$ cat config.mk
export PLATFORM = sky130hd
export DESIGN_NAME = config_loader
export DESIGN_NICKNAME = d
export VERILOG_FILES = /design/src/rtl/config_pkg.sv /design/src/rtl/sync_edge.sv /design/src/rtl/config_loader.sv
export SDC_FILE = /design/constraint.sdc
export NUM_CORES = 1
export LEC_CHECK = 0
export CAP_MARGIN = 5
export CORE_UTILIZATION = 50
export CTS_BUF_LIST = sky130_fd_sc_hd__clkbuf_8
export DETAILED_ROUTE_END_ITERATION = 16
export PLACE_DENSITY_LB_ADDON = 0.1
export SYNTH_ARGS = -nofsm -noshare
export SYNTH_HDL_FRONTEND = slang
export SYNTH_SLANG_ARGS = --single-unit
$ cat constraint.sdc
create_clock -name clk_i -period 3.13 [get_ports clk_i]
set_input_delay 0.313 -clock clk_i [delete_from_list [all_inputs] [get_ports clk_i]]
set_output_delay 0.313 -clock clk_i [all_outputs]
set_load 0.01 [all_outputs]
$ cat src/rtl/config_pkg.sv
// Shared definitions for the serial configuration loader: frame geometry
// defaults, FSM state encoding and a saturating counter helper.
package config_pkg;

    localparam int ADR_W_DEF  = 2;
    localparam int DAT_W_DEF  = 16;
    localparam int FRAME_BITS = ADR_W_DEF + DAT_W_DEF;
    localparam int CNT_W      = 5;

    typedef enum logic [1:0] {
        IDLE   = 2'd0,
        SHIFT  = 2'd1,
        COMMIT = 2'd2
    } state_t;

    function automatic logic [CNT_W-1:0] sat_inc(input logic [CNT_W-1:0] v);
        return (v == '1) ? v : v + 1'b1;
    endfunction

endpackage

$ cat src/rtl/sync_edge.sv
// Multi-stage synchronizer for an asynchronous input, followed by a registered
// rise/fall detector; level is delay-matched to the edge pulses.
module sync_edge #(
    parameter int STAGES  = 2,
    parameter bit RST_VAL = 1'b0
) (
    input  logic clk,
    input  logic rst,
    input  logic d,
    output logic level,
    output logic rise,
    output logic fall
);

    logic [STAGES-1:0] chain;
    logic              last_q;

    always_ff @(posedge clk) begin
        if (rst) begin
            chain  <= {STAGES{RST_VAL}};
            last_q <= RST_VAL;
            rise   <= 1'b0;
            fall   <= 1'b0;
        end else begin
            chain[0] <= d;
            for (int i = 1; i < STAGES; i++) begin
                chain[i] <= chain[i-1];
            end
            last_q <= chain[STAGES-1];
            rise   <= chain[STAGES-1] & ~last_q;
            fall   <= ~chain[STAGES-1] & last_q;
        end
    end

    assign level = last_q;

endmodule

$ cat src/rtl/config_loader.sv
// Serial frame receiver: synchronizes a chip-select/clock/data link, shifts in
// an address+data frame and issues a single register-bank write per valid frame.
module config_loader
    import config_pkg::*;
#(
    parameter int ADR_W       = ADR_W_DEF,
    parameter int DAT_W       = DAT_W_DEF,
    parameter int SYNC_STAGES = 2
) (
    input  logic             clk_i,
    input  logic             rst_i,
    input  logic             ser_cs_n_i,
    input  logic             ser_clk_i,
    input  logic             ser_dat_i,
    input  logic             err_clr_i,
    output logic             reg_wr_o,
    output logic [ADR_W-1:0] reg_adr_o,
    output logic [DAT_W-1:0] reg_dat_o,
    output logic             busy_o,
    output logic             frame_err_o
);

    localparam int FBITS  = ADR_W + DAT_W;
    localparam int SETTLE = SYNC_STAGES + 2;
    localparam int SET_W  = $clog2(SETTLE + 1);

    logic cs_level, cs_rise, cs_fall;
    logic clk_level, clk_rise, clk_fall;
    logic dat_level, dat_rise, dat_fall;
    logic unused_sync;

    sync_edge #(.STAGES(SYNC_STAGES), .RST_VAL(1'b1)) u_cs_sync (
        .clk   (clk_i),
        .rst   (rst_i),
        .d     (ser_cs_n_i),
        .level (cs_level),
        .rise  (cs_rise),
        .fall  (cs_fall)
    );

    sync_edge #(.STAGES(SYNC_STAGES), .RST_VAL(1'b0)) u_clk_sync (
        .clk   (clk_i),
        .rst   (rst_i),
        .d     (ser_clk_i),
        .level (clk_level),
        .rise  (clk_rise),
        .fall  (clk_fall)
    );

    sync_edge #(.STAGES(SYNC_STAGES), .RST_VAL(1'b0)) u_dat_sync (
        .clk   (clk_i),
        .rst   (rst_i),
        .d     (ser_dat_i),
        .level (dat_level),
        .rise  (dat_rise),
        .fall  (dat_fall)
    );

    assign unused_sync = ^{clk_level, clk_fall, dat_rise, dat_fall};

    // After reset the select pipeline still holds its reset value, so a
    // low select would look like a fresh falling edge; only accept frame
    // starts once the pipeline has settled and select has been seen high.
    logic [SET_W-1:0] settle_cnt;
    logic             armed;

    always_ff @(posedge clk_i) begin
        if (rst_i) begin
            settle_cnt <= '0;
            armed      <= 1'b0;
        end else begin
            if (settle_cnt != SET_W'(SETTLE)) begin
                settle_cnt <= settle_cnt + 1'b1;
            end
            if (settle_cnt == SET_W'(SETTLE) && cs_level) begin
                armed <= 1'b1;
            end
        end
    end

    state_t            state, state_next;
    logic [CNT_W-1:0]  bit_cnt;
    logic [FBITS-1:0]  shift_reg;
    logic              frame_full;
    logic              start_frame, shift_en, err_set, commit;

    assign frame_full = (bit_cnt == CNT_W'(FBITS));

    always_ff @(posedge clk_i) begin
        if (rst_i) begin
            state <= IDLE;
        end else begin
            state <= state_next;
        end
    end

    always_comb begin
        state_next = state;
        case (state)
            IDLE: begin
                if (cs_fall && armed) begin
                    state_next = SHIFT;
                end
            end
            SHIFT: begin
                if (cs_rise) begin
                    state_next = frame_full ? COMMIT : IDLE;
                end
            end
            COMMIT:  state_next = IDLE;
            default: state_next = IDLE;
        endcase
    end

    // A select rise wins over a coincident bit-clock rise: that bit is dropped.
    always_comb begin
        busy_o      = (state == SHIFT);
        start_frame = (state == IDLE) && cs_fall && armed;
        shift_en    = (state == SHIFT) && clk_rise && !cs_rise;
        err_set     = (state == SHIFT) && cs_rise && !frame_full;
        commit      = (state == COMMIT);
    end

    always_ff @(posedge clk_i) begin
        if (rst_i) begin
            bit_cnt     <= '0;
            shift_reg   <= '0;
            reg_wr_o    <= 1'b0;
            reg_adr_o   <= '0;
            reg_dat_o   <= '0;
            frame_err_o <= 1'b0;
        end else begin
            reg_wr_o <= commit;
            if (start_frame) begin
                bit_cnt   <= '0;
                shift_reg <= '0;
            end else if (shift_en) begin
                bit_cnt   <= sat_inc(bit_cnt);
                shift_reg <= {shift_reg[FBITS-2:0], dat_level};
            end
            if (commit) begin
                reg_adr_o <= shift_reg[FBITS-1 -: ADR_W];
                reg_dat_o <= shift_reg[DAT_W-1:0];
            end
            if (err_set) begin
                frame_err_o <= 1'b1;
            end else if (err_clr_i) begin
                frame_err_o <= 1'b0;
            end
        end
    end

endmodule

==> results by stage <==
Clocking:
- The root buffer cell chosen for the clock tree is sky130_fd_sc_hd__clkbuf_8.
- Post-CTS repair changed the size of 0 cells.
- The later pin in the worst-skew pair is clocked with a latency of around 330 ps.
- The number of setup buffers added after CTS is 0.
- After clock tree synthesis, the flow added hold-fix buffers numbering 0.
- TritonCTS built the clock tree.
- Buffers inserted during clock tree synthesis total 9.
- The clock transition time at the flip-flop clock pins of the worst setup and hold paths is roughly 60 ps.
- The clock sink total is between 60 and 70.
- The maximum buffer depth of the clock tree is 2.
- The maximum level of the CTS H-tree is 3.

STA:
- For the final database, setup skew stands at approximately 5 ps.
- Setup violations remaining at the end of the flow were counted as 0.
- The max-slew violation total from the final report was 0.
- Setup repair after global routing left no endpoint under its margin.
- Timing would allow up to 510 MHz.
- The shortest period the worst path allows is 1960 ps.
- The total count of hold-check failures in the final report was 0.
- Headroom to the max-slew limit came out at 38.7%.
- For the pin with the worst max-slew slack, the measured transition is 920 ps.
- The part of the cycle the worst path needs is 62.6%.
- Adding up every negative setup slack in the final design gives 0 ps.

Finish:
- Excluding fillers, the count of instances in the completed layout stands at 332.
- The number of diodes is 0.
- The area growth from synthesis to final layout is 21.6%.
- The register with the most flip-flops in the layout has 18 of them.
- The ratio of cells with drive above 1 in the final layout is 8.16%.
- The net count reported at finish is 288.

Detailed routing:
- The number of iterations in the first detailed-routing pass is 4.
- The routed wire length is approximately 3600 um.
- In the routed design, unresolved DRC markers number 0.
- The DRC violation total after the first TritonRoute iteration is 93.
- Summing over every cut layer, the via total after detailed routing is 1670.
- The mean number of vias per cell is between 5 and 6.
- The count of nets left with antenna violations after detail routing is 0.
- The routed wire length per instance is 10.9 um.

Place:
- After detailed placement, the design holds a cell count of 316.
- Detailed placement finished with a half-perimeter wire length of 2300 um.
- During placement, the flow inserted port buffers numbering 26.
- The final weighted congestion in routability-driven placement is just over 0.7.

Synthesis:
- The most used flip-flop cell after synthesis is sky130_fd_sc_hd__dfxtp_1.
- After technology mapping, the gate count stands at around 250.
- The sequential-to-total area share from yosys stat is 56.3%.
- The number of unique standard cell types used by synthesis is 28.
- Synthesis produced a netlist with a net count of 263.
- The number of enable-type register cells in the synthesized netlist is 0.
- A synthesized cell averages 8.61 sq um.
- The combined area of all synthesized cells is 2170 sq um.
- Of all flip-flops after synthesis, the portion carrying an async set or reset was 0%.
- The Yosys step of the flow raised 0 warnings.
- The flip-flop and latch count after synthesis is 61.

Pwr:
- The total leakage power is 0.000938 uW.
- The worst IR drop on VDD is 0.350 mV.
- The power density relative to cell area is 542 nW/um^2.

Setup path:
- The signal on the critical path passes through nor2b_1 > clkdlybuf4s50_1.
- The critical path starts at state[0].
- The worst register-to-register path begins at bit_cnt[0].
- Counting both buffers and inverters, the worst setup path holds a total of 1.
- The data arrival time at the worst-slack endpoint is 1650 ps.
- The critical path is of the reg2out type.
- In this design, the stage delay of the slowest critical-path cell is 580 ps.
- Grouping stages by cell kind, the critical path spends the most delay in buffers and inverters.
- For this design, the slowest cell found on the critical path is sky130_fd_sc_hd__clkdlybuf4s50_1.
- Along the worst path, the maximum fanout reaches 7.
- The required time at the endpoint of the critical path is 2820 ps.
- The category of the worst setup path capture point is an output port.
- The nature of the critical path startpoint is a register.

Global routing:
- The maximum number of pins on one net before global-route repair is 37.
- For this run, the total global-route usage over all layers was measured as 18.6%.
- The number of antenna violations at the first check in global routing is 0.
- The via count of the first global-routing pass is between 1000 and 1500.
- The first global-routing pass estimated 6150 um of wire.
- For this run the aggregate overflow at the end of global routing stands at 0.

Die:
- The floorplan has 23 rows.
- The height of the die is ~68 um.
- The initial utilization of the core area, before any placement, comes to 53.1%.
- The area enclosed by the die boundary is 4610 sq um.
- During I/O placement, the number of pins put on the boundary was 27.
- The die extent in x is a little under 70 um.
- The total area inside the core boundary comes to 4090 sq um.

Job:
- The max capacitance violation total is 0.

Hold path:
- The worst hold path begins at u_clk_sync.level.
- In this run the worst hold path is classified as reg2reg.

Run status:
- The flow ran to the end, and the final reports show no timing, DRC or antenna violations.
[path summary, 6_finish.rpt]
| check | end | slack (ps) | cells after the start |
|---|---|---|---|
| worst max register to register | bit_cnt[3] | 1400 | 5 |
| worst min register to register | u_clk_sync.rise | 390 | 1 |
| worst max-delay path | busy_o | 1170 | 2 |
| worst min-delay path | u_clk_sync.rise | 390 | 1 |
[logic make-up after synthesis]
group	after synthesis	share of synthesized area [%]
and+or+nand+nor	113	23.6
buffers and inverters	21	4.15
AOI/OAI and AO/OA	50	12.2
DFF	61	56.3
xor gates and xnor gates	1	0.404
muxes	1	0.519
adders and majority gates	5	2.88
[layout make-up]
class / count / area (sq um)
inverters: 6 / 22.5
well taps: 50 / 62.6
repair buffers: 29 / 283
flip-flops and latches: 61 / 1220
multi-input cells: 170 / 880
fillers: 359 / 1450
clock buffers: 11 / 151
clock inverters: 5 / 20.0
[metal layers]
metal  GRT usage (%)  part of all wire, %
met1            25.2                   52
met2            26.0                   42
met3            5.00                  3.3
met4            11.7                  1.9
met5               0                    0
[cells in the mapped netlist, drive strengths merged (2+ instances only)]
cell     count  share of area, %
nand2       77                13
dfxtp       61                56
a21oi       42               9.9
buf          9               2.1
nor2b        8               2.3
nor2         7               1.2
clkbuf       6               1.0
inv          6               1.0
ha           5               2.9
o21ai        4              0.92
nor3         3              0.69
or2          3              0.86
or3          3              0.86
and3         2              0.58
nand3        2              0.46
nand4bb      2               1.0
o31ai        2              0.69
[layout by cell type, fill, tap and decap left out]
master / count
sky130_fd_sc_hd__nor4bb_2: 1
sky130_fd_sc_hd__or2b_1: 1
sky130_fd_sc_hd__nor3_1: 3
sky130_fd_sc_hd__a32oi_1: 1
sky130_fd_sc_hd__and2b_1: 1
sky130_fd_sc_hd__nand4bb_1: 2
sky130_fd_sc_hd__nor2_1: 7
sky130_fd_sc_hd__or4_4: 1
sky130_fd_sc_hd__nand3b_1: 1
sky130_fd_sc_hd__xnor2_1: 1
sky130_fd_sc_hd__and3_1: 2
sky130_fd_sc_hd__or2_2: 3
sky130_fd_sc_hd__inv_1: 10
sky130_fd_sc_hd__clkdlybuf4s50_1: 26
sky130_fd_sc_hd__mux2_2: 1
sky130_fd_sc_hd__clkbuf_8: 11
sky130_fd_sc_hd__buf_4: 3
sky130_fd_sc_hd__a21oi_2: 1
sky130_fd_sc_hd__o31ai_4: 1
sky130_fd_sc_hd__nand3_1: 2
sky130_fd_sc_hd__nor2b_1: 8
sky130_fd_sc_hd__a31oi_1: 1
sky130_fd_sc_hd__ha_1: 5
sky130_fd_sc_hd__o21ai_0: 4
sky130_fd_sc_hd__or3_1: 3
sky130_fd_sc_hd__a21oi_1: 41
sky130_fd_sc_hd__nand2_1: 77
sky130_fd_sc_hd__clkinv_2: 1
sky130_fd_sc_hd__o31ai_1: 1
sky130_fd_sc_hd__dfxtp_1: 61
sky130_fd_sc_hd__nand2b_1: 1
[through the flow]
| stage | cell area [sq um] | hold WS (ps) | setup slack (ps) | power, uW | utilization (%) |
|---|---|---|---|---|---|
| floorplan | 2170 | 367 | 1500 | 841 | - |
| detailed placement | 2470 | 391 | 1360 | 856 | 60.4 |
| global placement | 2470 | 388 | 1400 | 854 | 60.4 |
| CTS | 2640 | 396 | 1150 | 1450 | 64.6 |
| global route | 2640 | 426 | 1090 | 1490 | 64.6 |
| finish | 2640 | 395 | 1170 | 1430 | 64.6 |
[report_power, final]
group / internal [uW] / total (uW) / leakage (uW) / switching, uW
registers: 788 / 795 / 0.000494 / 6.63
logic: 19.5 / 43.7 / 0.000340 / 24.2
clock network: 318 / 592 / 0.000104 / 275
[worst register-to-register path, stage by stage (launching register included)]
cell	delay [ps]
sky130_fd_sc_hd__dfxtp_1	340
sky130_fd_sc_hd__ha_1	220
sky130_fd_sc_hd__and3_1	180
sky130_fd_sc_hd__ha_1	260
sky130_fd_sc_hd__or4_4	540
sky130_fd_sc_hd__a21oi_2	130
Note: power is estimated with default switching activity, not from simulation.
